===== config.mk =====
export PLATFORM = sky130hd
export DESIGN_NAME = mips_instr_encoder_loader
export DESIGN_NICKNAME = d
export VERILOG_FILES = /design/src/rtl/mips_instr_encoder_loader.sv
export SDC_FILE = /design/constraint.sdc
export NUM_CORES = 1
export LEC_CHECK = 0
export BUFFER_PORTS_ARGS = -buffer_cell sky130_fd_sc_hd__clkbuf_2
export CAP_MARGIN = 20
export CORE_ASPECT_RATIO = 1.2
export CORE_MARGIN = 2
export CORE_UTILIZATION = 40
export CTS_CLUSTER_SIZE = 10
export DETAILED_ROUTE_END_ITERATION = 7
export GPL_ROUTABILITY_DRIVEN = 0
export PLACE_DENSITY = 0.74
export SLEW_MARGIN = 20
export SYNTH_ARGS = -nofsm -noshare
export SYNTH_HDL_FRONTEND = slang
export SYNTH_SLANG_ARGS = --single-unit

===== constraint.sdc =====
create_clock -name clk -period 9.6 [get_ports clk]
set_input_delay 0.96 -clock clk [delete_from_list [all_inputs] [get_ports clk]]
set_output_delay 0.96 -clock clk [all_outputs]
set_load 0.005 [all_outputs]

===== src/rtl/mips_instr_encoder_loader.sv =====
// Packs decoded MIPS fields into 32-bit words and streams them into instruction memory from byte address 0.
// Latency: mem_we rises one cycle after a field handshake, so back-to-back writes run at one word per cycle.
// Backpressure: in_ready drops while a pending write is stalled (mem_ready low), after HALT and in DONE/ERR.
//
// Ports:
//   clk, rst_n         clock, synchronous active-low reset
//   start              restart loading at address 0 (any state)
//   in_valid/in_ready  field handshake; in_op, in_rs, in_rt, in_rd, in_imm are the decoded fields
//   mem_we/mem_ready   write handshake; mem_addr (byte address), mem_wdata (encoded word)
//   done, err          level status; err_code 01 = illegal opcode, 10 = memory overflow
//   instr_count        words accepted by memory since reset/start
module mips_instr_encoder_loader #(
    parameter int unsigned DEPTH  = 1024,
    parameter int unsigned ADDR_W = 32
) (
    input  logic              clk,
    input  logic              rst_n,
    input  logic              start,
    input  logic              in_valid,
    output logic              in_ready,
    input  logic [5:0]        in_op,
    input  logic [4:0]        in_rs,
    input  logic [4:0]        in_rt,
    input  logic [4:0]        in_rd,
    input  logic [15:0]       in_imm,
    output logic              mem_we,
    input  logic              mem_ready,
    output logic [ADDR_W-1:0] mem_addr,
    output logic [31:0]       mem_wdata,
    output logic              done,
    output logic              err,
    output logic [1:0]        err_code,
    output logic [31:0]       instr_count
);

    localparam logic [5:0] OP_HALT     = 6'd17;
    localparam logic [5:0] OP_LWD      = 6'd12;
    localparam logic [1:0] ERR_NONE    = 2'b00;
    localparam logic [1:0] ERR_ILLEGAL = 2'b01;
    localparam logic [1:0] ERR_OVF     = 2'b10;

    typedef enum logic [1:0] {
        S_LOAD,
        S_DONE,
        S_ERR
    } state_t;

    // Instruction word layout; the low half carries {rd, shamt, funct} for
    // R-type and the immediate for I-type.
    typedef struct packed {
        logic [5:0]  op;
        logic [4:0]  rs;
        logic [4:0]  rt;
        logic [15:0] low;
    } instr_t;

    state_t            state, state_nxt;
    logic              mem_we_nxt;
    logic [ADDR_W-1:0] mem_addr_nxt;
    logic [31:0]       mem_wdata_nxt;
    logic              done_nxt;
    logic              err_nxt;
    logic [1:0]        err_code_nxt;
    logic [31:0]       instr_count_nxt;
    // HALT has been accepted and its write is still outstanding.
    logic              halt_pend, halt_pend_nxt;

    logic              fld_hs;
    logic              wr_hs;
    logic              op_illegal;
    logic              mem_full;
    logic [32:0]       words_committed;

    // R-type ops are the even opcodes 0..16 except 12; I-type are the odd
    // opcodes 1..15 plus 12. HALT carries only its opcode.
    function automatic logic [31:0] encode(input logic [5:0]  op,
                                           input logic [4:0]  rs,
                                           input logic [4:0]  rt,
                                           input logic [4:0]  rd,
                                           input logic [15:0] imm);
        instr_t w;
        w    = '0;
        w.op = op;
        if (op != OP_HALT) begin
            w.rs = rs;
            w.rt = rt;
            if (op[0] || op == OP_LWD) begin
                w.low = imm;
            end else begin
                w.low = {rd, 11'b0};
            end
        end
        return w;
    endfunction

    always_comb begin
        wr_hs    = mem_we && mem_ready;
        in_ready = (state == S_LOAD) && !start && !halt_pend && (!mem_we || mem_ready);
        fld_hs   = in_valid && in_ready;

        op_illegal = in_op > OP_HALT;
        // Words already in memory plus the one waiting on the bus; when this
        // reaches DEPTH there is no slot left for the incoming word.
        words_committed = {1'b0, instr_count} + 33'(mem_we);
        mem_full        = words_committed == 33'(DEPTH);

        state_nxt       = state;
        mem_we_nxt      = mem_we;
        mem_addr_nxt    = mem_addr;
        mem_wdata_nxt   = mem_wdata;
        done_nxt        = done;
        err_nxt         = err;
        err_code_nxt    = err_code;
        instr_count_nxt = instr_count;
        halt_pend_nxt   = halt_pend;

        if (wr_hs) begin
            mem_we_nxt      = 1'b0;
            instr_count_nxt = instr_count + 32'd1;
            mem_addr_nxt    = mem_addr + ADDR_W'(4);
            if (halt_pend) begin
                halt_pend_nxt = 1'b0;
                state_nxt     = S_DONE;
                done_nxt      = 1'b1;
            end
        end

        // in_ready guarantees any pending write completes this same cycle,
        // so an abort here never strands a word on the bus.
        if (fld_hs) begin
            if (op_illegal) begin
                state_nxt    = S_ERR;
                err_nxt      = 1'b1;
                err_code_nxt = ERR_ILLEGAL;
            end else if (mem_full) begin
                state_nxt    = S_ERR;
                err_nxt      = 1'b1;
                err_code_nxt = ERR_OVF;
            end else begin
                mem_we_nxt    = 1'b1;
                mem_wdata_nxt = encode(in_op, in_rs, in_rt, in_rd, in_imm);
                halt_pend_nxt = (in_op == OP_HALT);
            end
        end

        if (start) begin
            state_nxt       = S_LOAD;
            mem_we_nxt      = 1'b0;
            mem_addr_nxt    = '0;
            instr_count_nxt = '0;
            done_nxt        = 1'b0;
            err_nxt         = 1'b0;
            err_code_nxt    = ERR_NONE;
            halt_pend_nxt   = 1'b0;
        end
    end

    always_ff @(posedge clk) begin
        if (!rst_n) begin
            state       <= S_LOAD;
            mem_we      <= 1'b0;
            mem_addr    <= '0;
            mem_wdata   <= '0;
            done        <= 1'b0;
            err         <= 1'b0;
            err_code    <= ERR_NONE;
            instr_count <= '0;
            halt_pend   <= 1'b0;
        end else begin
            state       <= state_nxt;
            mem_we      <= mem_we_nxt;
            mem_addr    <= mem_addr_nxt;
            mem_wdata   <= mem_wdata_nxt;
            done        <= done_nxt;
            err         <= err_nxt;
            err_code    <= err_code_nxt;
            instr_count <= instr_count_nxt;
            halt_pend   <= halt_pend_nxt;
        end
    end

endmodule


==> impl_metrics.tcl <==
set metrics [dict create \
    fp.dieArea_mm2 0.01359 \
    synth_most_common_cell "dfxtp_1" \
    rrSetupSlack_ns 5.43 \
    viasPerCell 5.145 \
    fin_skew_ns 0.01203 \
    ioPinCount 144 \
    tritoncts.num_buffers 9 \
    worst_ep_required_time_ns 9.86 \
    fin_cells 891 \
    ys_dominant_reg_cell "dfxtp_1" \
    netSwitchingFraction 0.2234 \
    synth_area_mm2 0.005070 \
    timing.rr.end "mem_wdata[30]" \
    vdd_drop_max_mv 0.08853 \
    clock_root_buffer "clkbuf_16" \
    floorplan.initialDensity 0.4056 \
    cp_data_arrival_time_ns 4.43 \
    cts_post_setup_buffers_inserted 0 \
    placement.io_buffers 141 \
    slew_headroom 0.3215 \
    htreeDepth 3 \
    grt_first_pass_wirelength_mm 20.52 \
    hold_buffers 0 \
    final_min_period_over_clock_period 0.4347 \
    drv.max_cap_violation_count 0 \
    power_density_mw_per_mm2 137.0 \
    outcome "finished clean" \
    async_s_r_ff_share_synth 0 \
    synthDominantAreaCellType "dfxtp_1" \
    path_type_of_the_worst_min_delay_path "flop to flop" \
    intPower_mw 0.6444 \
    initial_antenna_violation_count 0 \
    detail_route.iter0.violations 243 \
    synth_top_cells_by_area "dfxtp_1 (40%), nand2_1 (6.6%), xor2_1 (6.6%)" \
    worstRegToRegCells 10 \
    via_count 4584 \
    critical-path-top-delay-family "simple AND/OR/NAND/NOR gates" \
    drt_wl_total_mm 12.48 \
    rsz0062_at_grt "false" \
    synthDistinctLibCells 49 \
    grt_start_max_net_pins 68 \
    critical_path_peak_fanout 34 \
    clkPwrFrac 0.437 \
    die_h_um 127.3 \
    avgRoutedWirePerCell_um 14.01 \
    critical_path_endpoint "mem_wdata[30]" \
    highest_cell_delay_on_the_worst_timing_path_ns 0.82 \
    critical_path.slowest_cell "or2_2" \
    postSynthAreaPerCell_um2 8.339 \
    num_rows 45 \
    p_leak_nw 2.618 \
    start_kind "flop" \
    tightest_slew_ns 1.018 \
    cp_buf_inv_count 0 \
    timing.final.crit_period_ns 4.173 \
    synth_top_area_frac 0.4028 \
    detailedPlacementHpwl_mm 8.997 \
    post_cts_resize_count 0 \
    critPathLaunch "instr_count[0]" \
    drive_gt1_frac 0.2352 \
    power.net_switching_mw 0.1853 \
    n_antenna_cell 0 \
    placed_cells_incl_taps 875 \
    timing.critical_path.to_type "flop" \
    final_nets 768 \
    detailedRoute.firstPassIterationCount 6 \
    proportion_of_power_drawn_by_flip_flops_and_latches 0.515 \
    synth-seq-area-share 0.4028 \
    comb_power_share 0.048 \
    die_width_um 106.8 \
    placed_cell_area_mm2 0.005763 \
    timing.hold.worst_path_depth 2 \
    finalCoreUtilization 0.4844 \
    worst_r2r_startpoint "instr_count[0]" \
    fp.coreArea_mm2 0.01250 \
    yosys_register_bits 102 \
    tritoncts_num_sinks 102 \
    max_freq_ghz 0.2397 \
    clock_tree.buffer_depth 2 \
    grt_use_total 0.1838 \
    finalSetupViolCount 0 \
    clk_pin_slew_ns 0.07 \
    overflow 0 \
    area_growth_pct 19.42 \
    tritoncts "yes" \
    setup-tns-final_ns 0 \
    post-route-worst-setup-slack_ns 5.427 \
    timing.final.max_slew_violations 0 \
    postRouteAntennaNets 0 \
    synthesis.instances 608 \
    critical_path_cell_count 10 \
    worst_path_cell_trace "ha_1 > ha_1 > nand3_2 > or4_1 > a22o_1 > or4_1 > or4b_1 > o31ai_2 > or2_2 > mux2i_1" \
    pre_cts_slack_ns 5.472 \
    worst-setup-path-type "flop to flop" \
    number_of_global_route_vias_before_repair 4081 \
    report.final.hold_viol_count 0 \
    synth_edf_count 0 \
    fin_area_mm2 0.006055 \
    remaining_drc_errors 0 \
    ys_warn_count 0 \
    clock_latency_at_the_later_pin_of_the_worst_skew_pair_ns 0.34 \
    ys_top_cells_by_count "dfxtp_1 (102), nand2_1 (89), nor2_1 (71), nand3_1 (51), xor2_1 (38)" \
]
==> metal layers <==
metal,GRT usage,routed length [um],vias to the layer above
met5,0,0,-
met3,0.02041,351,20
met2,0.3162,6271,91
met4,0.07257,288,0
li1,-,-,2327
met1,0.2351,5568,2146
==> worst reg2reg max path, stage by stage (launching register included) <==
cell and delay (ns):
dfxtp_1 0.44, ha_1 0.26, ha_1 0.26, nand3_2 0.12, or4_1 0.49, a22o_1 0.21, or4_1 0.38, or4b_1 0.56
o31ai_2 0.25, or2_2 0.82, mux2i_1 0.31
==> through the flow <==
stage                     power [mW]  hold WS (ns)
after floorplan               0.4615        0.4380
after global placement        0.4769        0.4404
after detailed placement      0.4772        0.4405
after CTS                     0.8401        0.4496
after global routing          0.8618        0.4739
final                         0.8297        0.4488
==> cell families (layout without fill, tap and decap cells) <==
| logic type | after synthesis | count (layout) | synth area share |
|---|---|---|---|
| buf+inv | 44 | 162 | 0.04936 |
| xor+xnor | 63 | 63 | 0.1088 |
| other cells | 1 | 2 | 0.0007397 |
| simple gates | 308 | 308 | 0.2964 |
| compound gates | 49 | 49 | 0.05775 |
| mux | 37 | 37 | 0.07428 |
| flops | 102 | 102 | 0.4028 |
| fa+ha+maj | 4 | 4 | 0.009872 |
==> power by group through the flow <==
stage	logic, mW	registers (mW)	clock network (mW)
CTS	0.0398	0.428	0.373
global placement	0.0395	0.437	0
global route	0.0445	0.428	0.389
floorplan	0.0238	0.438	0
detailed placement	0.0397	0.438	0
finish	0.0395	0.428	0.363
==> cells in the final DEF, fill, tap and decap left out, drive strengths merged, types with 2 or more instances in the layout <==
master and count:
clkbuf 151, dfxtp 102, nand2 89, nor2 71, nand3 52, xor2 38, mux2i 32, xnor2 25
a21oi 20, nand4 18, and3 15, o21ai 14, and4 13, nor3 12, or3 12, nor4 8
mux2 5, and2 4, or2 4, ha 4, inv 3, or4 3, clkinvlp 3, nand2b 3
a22o 2, a31oi 2, or4b 2, conb 2, clkinv 2, buf 2, o31ai 2
==> worst min path at each step <==
stage	startpoint	endpoint	slack, ns
after detailed placement	err	err	0.44
final	err	err	0.45
after global placement	err	err	0.44
after global routing	mem_wdata[16]	mem_wdata[16]	0.47
after floorplan	state[0]	state[0]	0.44
after CTS	err	err	0.45
==> final cells by class <==
class / count / area, um2
clock buffer: 10 / 229.0
clock inverter: 6 / 62.56
fill: 1282 / 6445
inverter: 3 / 11.26
multi-input combinational: 463 / 2784
sequential: 102 / 2042
tap: 164 / 205.2
timing repair buffer: 143 / 720.7
==> sequential cells by signal (all words and copies together) (netlist names) <==
name	count
state	2
instr_count	32
err_code	2
mem_we	1
halt_pend	1
err	1
mem_wdata	32
mem_addr	30
done	1
(Power assumes the default switching activity.)
